### config.mk
export PLATFORM = sky130hd
export DESIGN_NAME = palette_scanout
export DESIGN_NICKNAME = d
export VERILOG_FILES = /design/src/rtl/video_pkg.sv /design/src/rtl/pipe_delay.sv /design/src/rtl/palette_scanout.sv
export SDC_FILE = /design/constraint.sdc
export NUM_CORES = 1
export LEC_CHECK = 0
export BUFFER_PORTS_ARGS = -buffer_cell sky130_fd_sc_hd__buf_2
export CORE_MARGIN = 3
export CORE_UTILIZATION = 40
export DETAILED_ROUTE_END_ITERATION = 12
export SYNTH_ARGS = -nofsm -noshare
export SYNTH_HDL_FRONTEND = slang
export SYNTH_SLANG_ARGS = --single-unit
export TNS_END_PERCENT = 10
### constraint.sdc
create_clock -name clk -period 3 [get_ports clk]
set_input_delay 0.3 -clock clk [delete_from_list [all_inputs] [get_ports clk]]
set_output_delay 0.3 -clock clk [all_outputs]
set_load 0.01 [all_outputs]
### src/rtl/video_pkg.sv
// Shared video timing defaults, total-period derivation and pixel/index types
// for the palette scanout path.
package video_pkg;

    localparam int H_ACTIVE_DEF       = 640;
    localparam int H_FP_DEF           = 16;
    localparam int H_SYNC_DEF         = 96;
    localparam int H_BP_DEF           = 48;
    localparam int V_ACTIVE_DEF       = 480;
    localparam int V_FP_DEF           = 10;
    localparam int V_SYNC_DEF         = 2;
    localparam int V_BP_DEF           = 33;
    localparam int PALETTE_LENGTH_DEF = 256;
    localparam int COLOR_BITS_DEF     = 16;
    localparam int FB_LATENCY_DEF     = 1;
    localparam int FB_ADDR_BITS_DEF   = 19;

    function automatic int timing_total(input int active, input int fp,
                                        input int sync, input int bp);
        return active + fp + sync + bp;
    endfunction

    localparam int H_TOTAL_DEF = timing_total(H_ACTIVE_DEF, H_FP_DEF, H_SYNC_DEF, H_BP_DEF);
    localparam int V_TOTAL_DEF = timing_total(V_ACTIVE_DEF, V_FP_DEF, V_SYNC_DEF, V_BP_DEF);

    typedef logic [COLOR_BITS_DEF-1:0]              color_t;
    typedef logic [$clog2(PALETTE_LENGTH_DEF)-1:0]  index_t;

endpackage

### src/rtl/pipe_delay.sv
// Fixed-depth shift register with async active-low clear; used to align
// timing flags with the palette lookup result.
module pipe_delay #(
    parameter int WIDTH = 1,
    parameter int DEPTH = 1
) (
    input  logic             clk_i,
    input  logic             rst_n_i,
    input  logic [WIDTH-1:0] data_i,
    output logic [WIDTH-1:0] data_o
);

    logic [WIDTH-1:0] stage_q [DEPTH];

    always_ff @(posedge clk_i or negedge rst_n_i) begin
        if (!rst_n_i) begin
            for (int i = 0; i < DEPTH; i++) stage_q[i] <= '0;
        end else begin
            stage_q[0] <= data_i;
            for (int i = 1; i < DEPTH; i++) stage_q[i] <= stage_q[i-1];
        end
    end

    assign data_o = stage_q[DEPTH-1];

endmodule

### src/rtl/palette_scanout.sv
// Raster timing generator feeding a framebuffer -> palette lookup chain;
// sync/active/frame flags are delayed to line up with the registered color.
module palette_scanout
    import video_pkg::*;
#(
    parameter int H_ACTIVE       = H_ACTIVE_DEF,
    parameter int H_FP           = H_FP_DEF,
    parameter int H_SYNC         = H_SYNC_DEF,
    parameter int H_BP           = H_BP_DEF,
    parameter int V_ACTIVE       = V_ACTIVE_DEF,
    parameter int V_FP           = V_FP_DEF,
    parameter int V_SYNC         = V_SYNC_DEF,
    parameter int V_BP           = V_BP_DEF,
    parameter bit SYNC_POL       = 1'b0,
    parameter int PALETTE_LENGTH = PALETTE_LENGTH_DEF,
    parameter int COLOR_BITS     = COLOR_BITS_DEF,
    parameter int FB_LATENCY     = FB_LATENCY_DEF,
    parameter int FB_ADDR_BITS   = FB_ADDR_BITS_DEF
) (
    input  logic                              clk,
    input  logic                              reset_n,
    input  logic                              enable,
    output logic                              fb_rd_en,
    output logic [FB_ADDR_BITS-1:0]           fb_rd_addr,
    input  logic [$clog2(PALETTE_LENGTH)-1:0] fb_rd_data,
    output logic                              pal_rd_en,
    output logic [$clog2(PALETTE_LENGTH)-1:0] pal_rd_index,
    input  logic [COLOR_BITS-1:0]             pal_rd_color,
    output logic [COLOR_BITS-1:0]             vid_color,
    output logic                              vid_hsync,
    output logic                              vid_vsync,
    output logic                              vid_active,
    output logic                              frame_start
);

    localparam int H_TOTAL = timing_total(H_ACTIVE, H_FP, H_SYNC, H_BP);
    localparam int V_TOTAL = timing_total(V_ACTIVE, V_FP, V_SYNC, V_BP);
    localparam int HW      = $clog2(H_TOTAL + 1);
    localparam int VW      = $clog2(V_TOTAL + 1);
    localparam int L       = FB_LATENCY + 2;

    localparam logic [HW-1:0] H_LAST = HW'(H_TOTAL - 1);
    localparam logic [HW-1:0] H_VIS  = HW'(H_ACTIVE);
    localparam logic [HW-1:0] HS_BEG = HW'(H_ACTIVE + H_FP);
    localparam logic [HW-1:0] HS_END = HW'(H_ACTIVE + H_FP + H_SYNC);
    localparam logic [VW-1:0] V_LAST = VW'(V_TOTAL - 1);
    localparam logic [VW-1:0] V_VIS  = VW'(V_ACTIVE);
    localparam logic [VW-1:0] VS_BEG = VW'(V_ACTIVE + V_FP);
    localparam logic [VW-1:0] VS_END = VW'(V_ACTIVE + V_FP + V_SYNC);

    logic [HW-1:0]           h_q, h_d;
    logic [VW-1:0]           v_q, v_d;
    logic [FB_ADDR_BITS-1:0] addr_q, addr_d;
    logic [FB_LATENCY:0]     act_sr_q;
    logic [COLOR_BITS-1:0]   color_q;
    logic run, h_wrap, v_wrap, act0, hs0, vs0, fs0;
    logic act_l, hs_l, vs_l, fs_l;

    // Stage-0 flags are combinational so scanout starts in the very cycle enable
    // rises; qualifying with reset_n keeps the read strobe quiet during reset.
    assign run    = enable & reset_n;
    assign h_wrap = (h_q == H_LAST);
    assign v_wrap = (v_q == V_LAST);
    assign act0   = run && (h_q < H_VIS) && (v_q < V_VIS);
    assign hs0    = run && (h_q >= HS_BEG) && (h_q < HS_END);
    assign vs0    = run && (v_q >= VS_BEG) && (v_q < VS_END);
    assign fs0    = act0 && (h_q == '0) && (v_q == '0);

    always_comb begin
        h_d    = h_q;
        v_d    = v_q;
        addr_d = addr_q;
        if (!enable) begin
            h_d    = '0;
            v_d    = '0;
            addr_d = '0;
        end else begin
            h_d = h_wrap ? '0 : h_q + HW'(1);
            if (h_wrap) v_d = v_wrap ? '0 : v_q + VW'(1);
            if (h_wrap && v_wrap) addr_d = '0;
            else if (act0)        addr_d = addr_q + FB_ADDR_BITS'(1);
        end
    end

    always_ff @(posedge clk or negedge reset_n) begin
        if (!reset_n) begin
            h_q      <= '0;
            v_q      <= '0;
            addr_q   <= '0;
            act_sr_q <= '0;
            color_q  <= '0;
        end else begin
            h_q      <= h_d;
            v_q      <= v_d;
            addr_q   <= addr_d;
            act_sr_q <= {act_sr_q[FB_LATENCY-1:0], act0};
            color_q  <= act_sr_q[FB_LATENCY] ? pal_rd_color : '0;
        end
    end

    pipe_delay #(
        .WIDTH (4),
        .DEPTH (L)
    ) u_align (
        .clk_i   (clk),
        .rst_n_i (reset_n),
        .data_i  ({act0, hs0, vs0, fs0}),
        .data_o  ({act_l, hs_l, vs_l, fs_l})
    );

    assign fb_rd_en     = act0;
    assign fb_rd_addr   = addr_q;
    assign pal_rd_index = fb_rd_data;
    assign pal_rd_en    = act_sr_q[FB_LATENCY-1];
    assign vid_color    = color_q;
    assign vid_active   = act_l;
    assign vid_hsync    = hs_l ? SYNC_POL : ~SYNC_POL;
    assign vid_vsync    = vs_l ? SYNC_POL : ~SYNC_POL;
    assign frame_start  = fs_l;

endmodule

==> results by group <==
Cells and area
  – Commonest cells after routing, fill and taps aside: 67 x dfrtp_1, 59 x buf_2, 21 x nand2_1
  – Fin nets: 378
  – Area Growth Syn to Fin: 16.9%
  – Share of cells above drive strength 1: 0.236
  – Cell area after layout: 3600 sq um
  – Most common cell after layout, fill and taps aside: dfrtp_1
  – Ant. Diodes: 0
  – Layout Cells excl Fill: 450

Floorplan
  – DIE AREA: 8800 sq um
  – Rows: 31
  – Die X: 93.8 um
  – Vert. Die Dim: 93.8 um
  – Starting Density: 0.418
  – IO Pins: 76
  – Area of the core: 7370 sq um

Global routing
  – Vias in the first global route: 2,256
  – Global-route wire length before repair: 10,500 um
  – Pin count of the biggest net entering global routing: 69
  – GR Util All Layers: 0.151
  – Initial antenna violation count: 0
  – Grt ovf: 0

Clocking
  – CTS resizes: 0
  – Cts hold-fix bufs: 0
  – TritonCTS Buffers: 9
  – Clock latency at the later pin of the worst-skew pair: 0.34 ns
  – Root buf cell: clkbuf_8
  – CTS tree: built
  – Max clock buf depth: 2
  – Clock Sinks: 67
  – Post-CTS setup buffer count: 0
  – Reg clk slew, reported paths: 0.08 ns
  – CTS H-Tree Depth: 3

Synth
  – Syn Nets: 327
  – Synth Flop Type: dfrtp_1
  – Synth top area cells: dfrtp_1 54%, and2_1 3.9%, o31ai_1 2.9%, or4_1 2.9%, a21oi_1 2.6%
  – Post-synthesis register bit count: 67
  – Sequential share of the synthesized area: 0.544
  – Mapped Area: 3080 sq um
  – Avg Inst Size Synth: 10.5 sq um
  – Yosys top cell by area: dfrtp_1
  – Synth unique cells: 41
  – Cells after Synth: 295
  – Post-synth EDFFs: 0
  – Yosys top cell area share: 0.544
  – Synth Warn #: 0
  – Post-synth ARST share: 1.00

STA
  – Fin. max-slew vios: 0
  – Setup TNS: 0 ns
  – Setup ws final: 0.629 ns
  – Headroom to the max-slew limit: 0.440
  – RSZ-0062 raised after global routing: no
  – Achievable Freq: 422 MHz
  – Final critical-path share of the clock period: 0.790
  – Fin. Hold Viols: 0
  – Slew @ Worst Pin: 0.840 ns
  – Clk_skew: 0.00532 ns
  – Final setup violation count: 0
  – Minimum clock period: 2.37 ns
  – Hold WS: 0.166 ns

Worst setup path
  – Kind of cell adding the most delay to the critical path: simple AND/OR/NAND/NOR gates
  – Cell Chain, Critical Path: o21ai_1, nand3_2, inv_1, buf_2
  – Critical path arrival: 2.07 ns
  – Critical path's largest stage delay: 0.49 ns
  – Setup crit start kind: register
  – Worst Setup Path Type: reg -> out
  – CP required: 2.70 ns
  – Slowest CP cell: nand3_2
  – Crit Path Max Fanout: 33
  – Crit. End Element: output port
  – Buffers & Inverters on Critical Path: 2

Placed design
  – Final GP Congestion: 0.761
  – Port Buffer Count: 59
  – Detail Placement HPWL: 4260 um
  – Cell Area, Placed: 3400 sq um
  – Pre-CTS setup slack: 0.855 ns
  – Placed cell count: 434

Power and ir drop
  – Combinational share of power: 0.059
  – Flop pwr share: 0.519
  – Clk pwr share: 0.422
  – Int Power: 1360 uW
  – Leakage power: 0.00169 uW
  – Sw Share: 0.251
  – Sw power: 456 uW
  – Pwr dens: 504 nW/um^2
  – Peak supply drop: 0.000311 V

Drt
  – 1st-iter DRT viols: 101
  – Vias: 2,384
  – Drt pass-1 iters: 5
  – ANT nets after route: 0
  – DR WL/cell: 13.8 um
  – Final wirelength: 6210 um
  – DR DRC count: 0
  – DR vias/cell: 5.30

Outcome
  – Status: completed

Run
  – Max_cap viols: 0

Min path
  – HP Class: in -> reg
==> layer usage <==
layer | vias to the layer above | global-route usage | part of all wire
met5 | - | 0 | 0
met4 | 0 | 0.0698 | 0.019
met3 | 14 | 0.0401 | 0.064
met2 | 64 | 0.231 | 0.45
met1 | 1144 | 0.198 | 0.46
li1 | 1162 | - | -
==> power groups by stage <==
stage          Sequential, uW  Combinational (uW)  Clock, uW
3_5_place_dp              960                 110          0
2_1_floorplan             962                59.4          0
3_3_place_gp              960                 110          0
6_report                  942                 107        766
5_1_grt                   946                 122        839
4_1_cts                   943                 110        790
==> cell families (layout without fill, tap and decap cells) <==
logic type	count (synthesis)	after routing	share of synthesized area
simple gates	130	130	0.241
mux	1	1	0.00365
flops	67	67	0.544
xor+xnor	11	11	0.0313
fa+ha+maj	5	5	0.0203
compound gates	51	51	0.110
buf+inv	30	86	0.0491
==> sequential cells by signal (all words and copies together), names as in the netlist <==
register         flops
act_sr_q             2
fb_rd_addr          19
h_q                 10
u_align.data_o       4
u_align.stage_q      6
v_q                 10
vid_color           16
==> stage by stage <==
stage               utilization  total power (uW)
floorplan                     -              1020
global placement          0.461              1070
detailed placement        0.461              1070
CTS                       0.489              1840
global route              0.489              1910
finish                    0.489              1810
==> path summary, 6_finish.rpt <==
kind	start	end	slack, ns	cells past startpoint
setup / recovery	h_q[7]$_DFF_PN0_	fb_rd_en	0.63	4
hold / removal	pal_rd_color[6]	vid_color[6]$_DFF_PN0_	0.17	2
setup reg to reg	h_q[7]$_DFF_PN0_	fb_rd_addr[16]$_DFFE_PN0P_	0.85	4
hold reg to reg	u_align.stage_q[4]$_DFF_PN0_	u_align.data_o[0]$_DFF_PN0_	0.35	0
max in group asynchronous	reset_n	u_align.data_o[2]$_DFF_PN0_	2.27	2
min in group asynchronous	reset_n	fb_rd_addr[12]$_DFFE_PN0P_	0.18	2
==> cell type report <==
type	instances	area, sq um
fill	687	3760
sequential	67	1680
multi-input combinational	198	1250
timing repair buffer	61	310
clock buffer	9	124
tap	99	124
clock inverter	7	81.3
inverter	9	33.8
==> worst register-to-register path: cells and delay by family, from the launching register on <==
family	cells	cell delay (ns)
DFF	1	0.45
AOI/OAI and AO/OA	2	0.47
and+or+nand+nor	2	1.16
==> cell usage after synthesis, types with 3 or more instances <==
| library cell | instances |
|---|---|
| or4_1 | 12 |
| ha_1 | 5 |
| clkbuf_1 | 7 |
| buf_2 | 3 |
| buf_4 | 9 |
| and3_1 | 7 |
| nor4_1 | 5 |
| nand4_1 | 11 |
| or3_1 | 8 |
| dfrtp_1 | 67 |
| a22o_1 | 5 |
| nand2_1 | 21 |
| nor3_1 | 6 |
| and2_1 | 19 |
| xor2_1 | 8 |
| o31ai_1 | 12 |
| and4_1 | 4 |
| xnor2_1 | 3 |
| inv_1 | 9 |
| o211ai_1 | 3 |
| o21ai_0 | 8 |
| a21oi_1 | 16 |
| nand3_1 | 13 |
| nor2_1 | 15 |
Power figures use the tool's default switching activity.
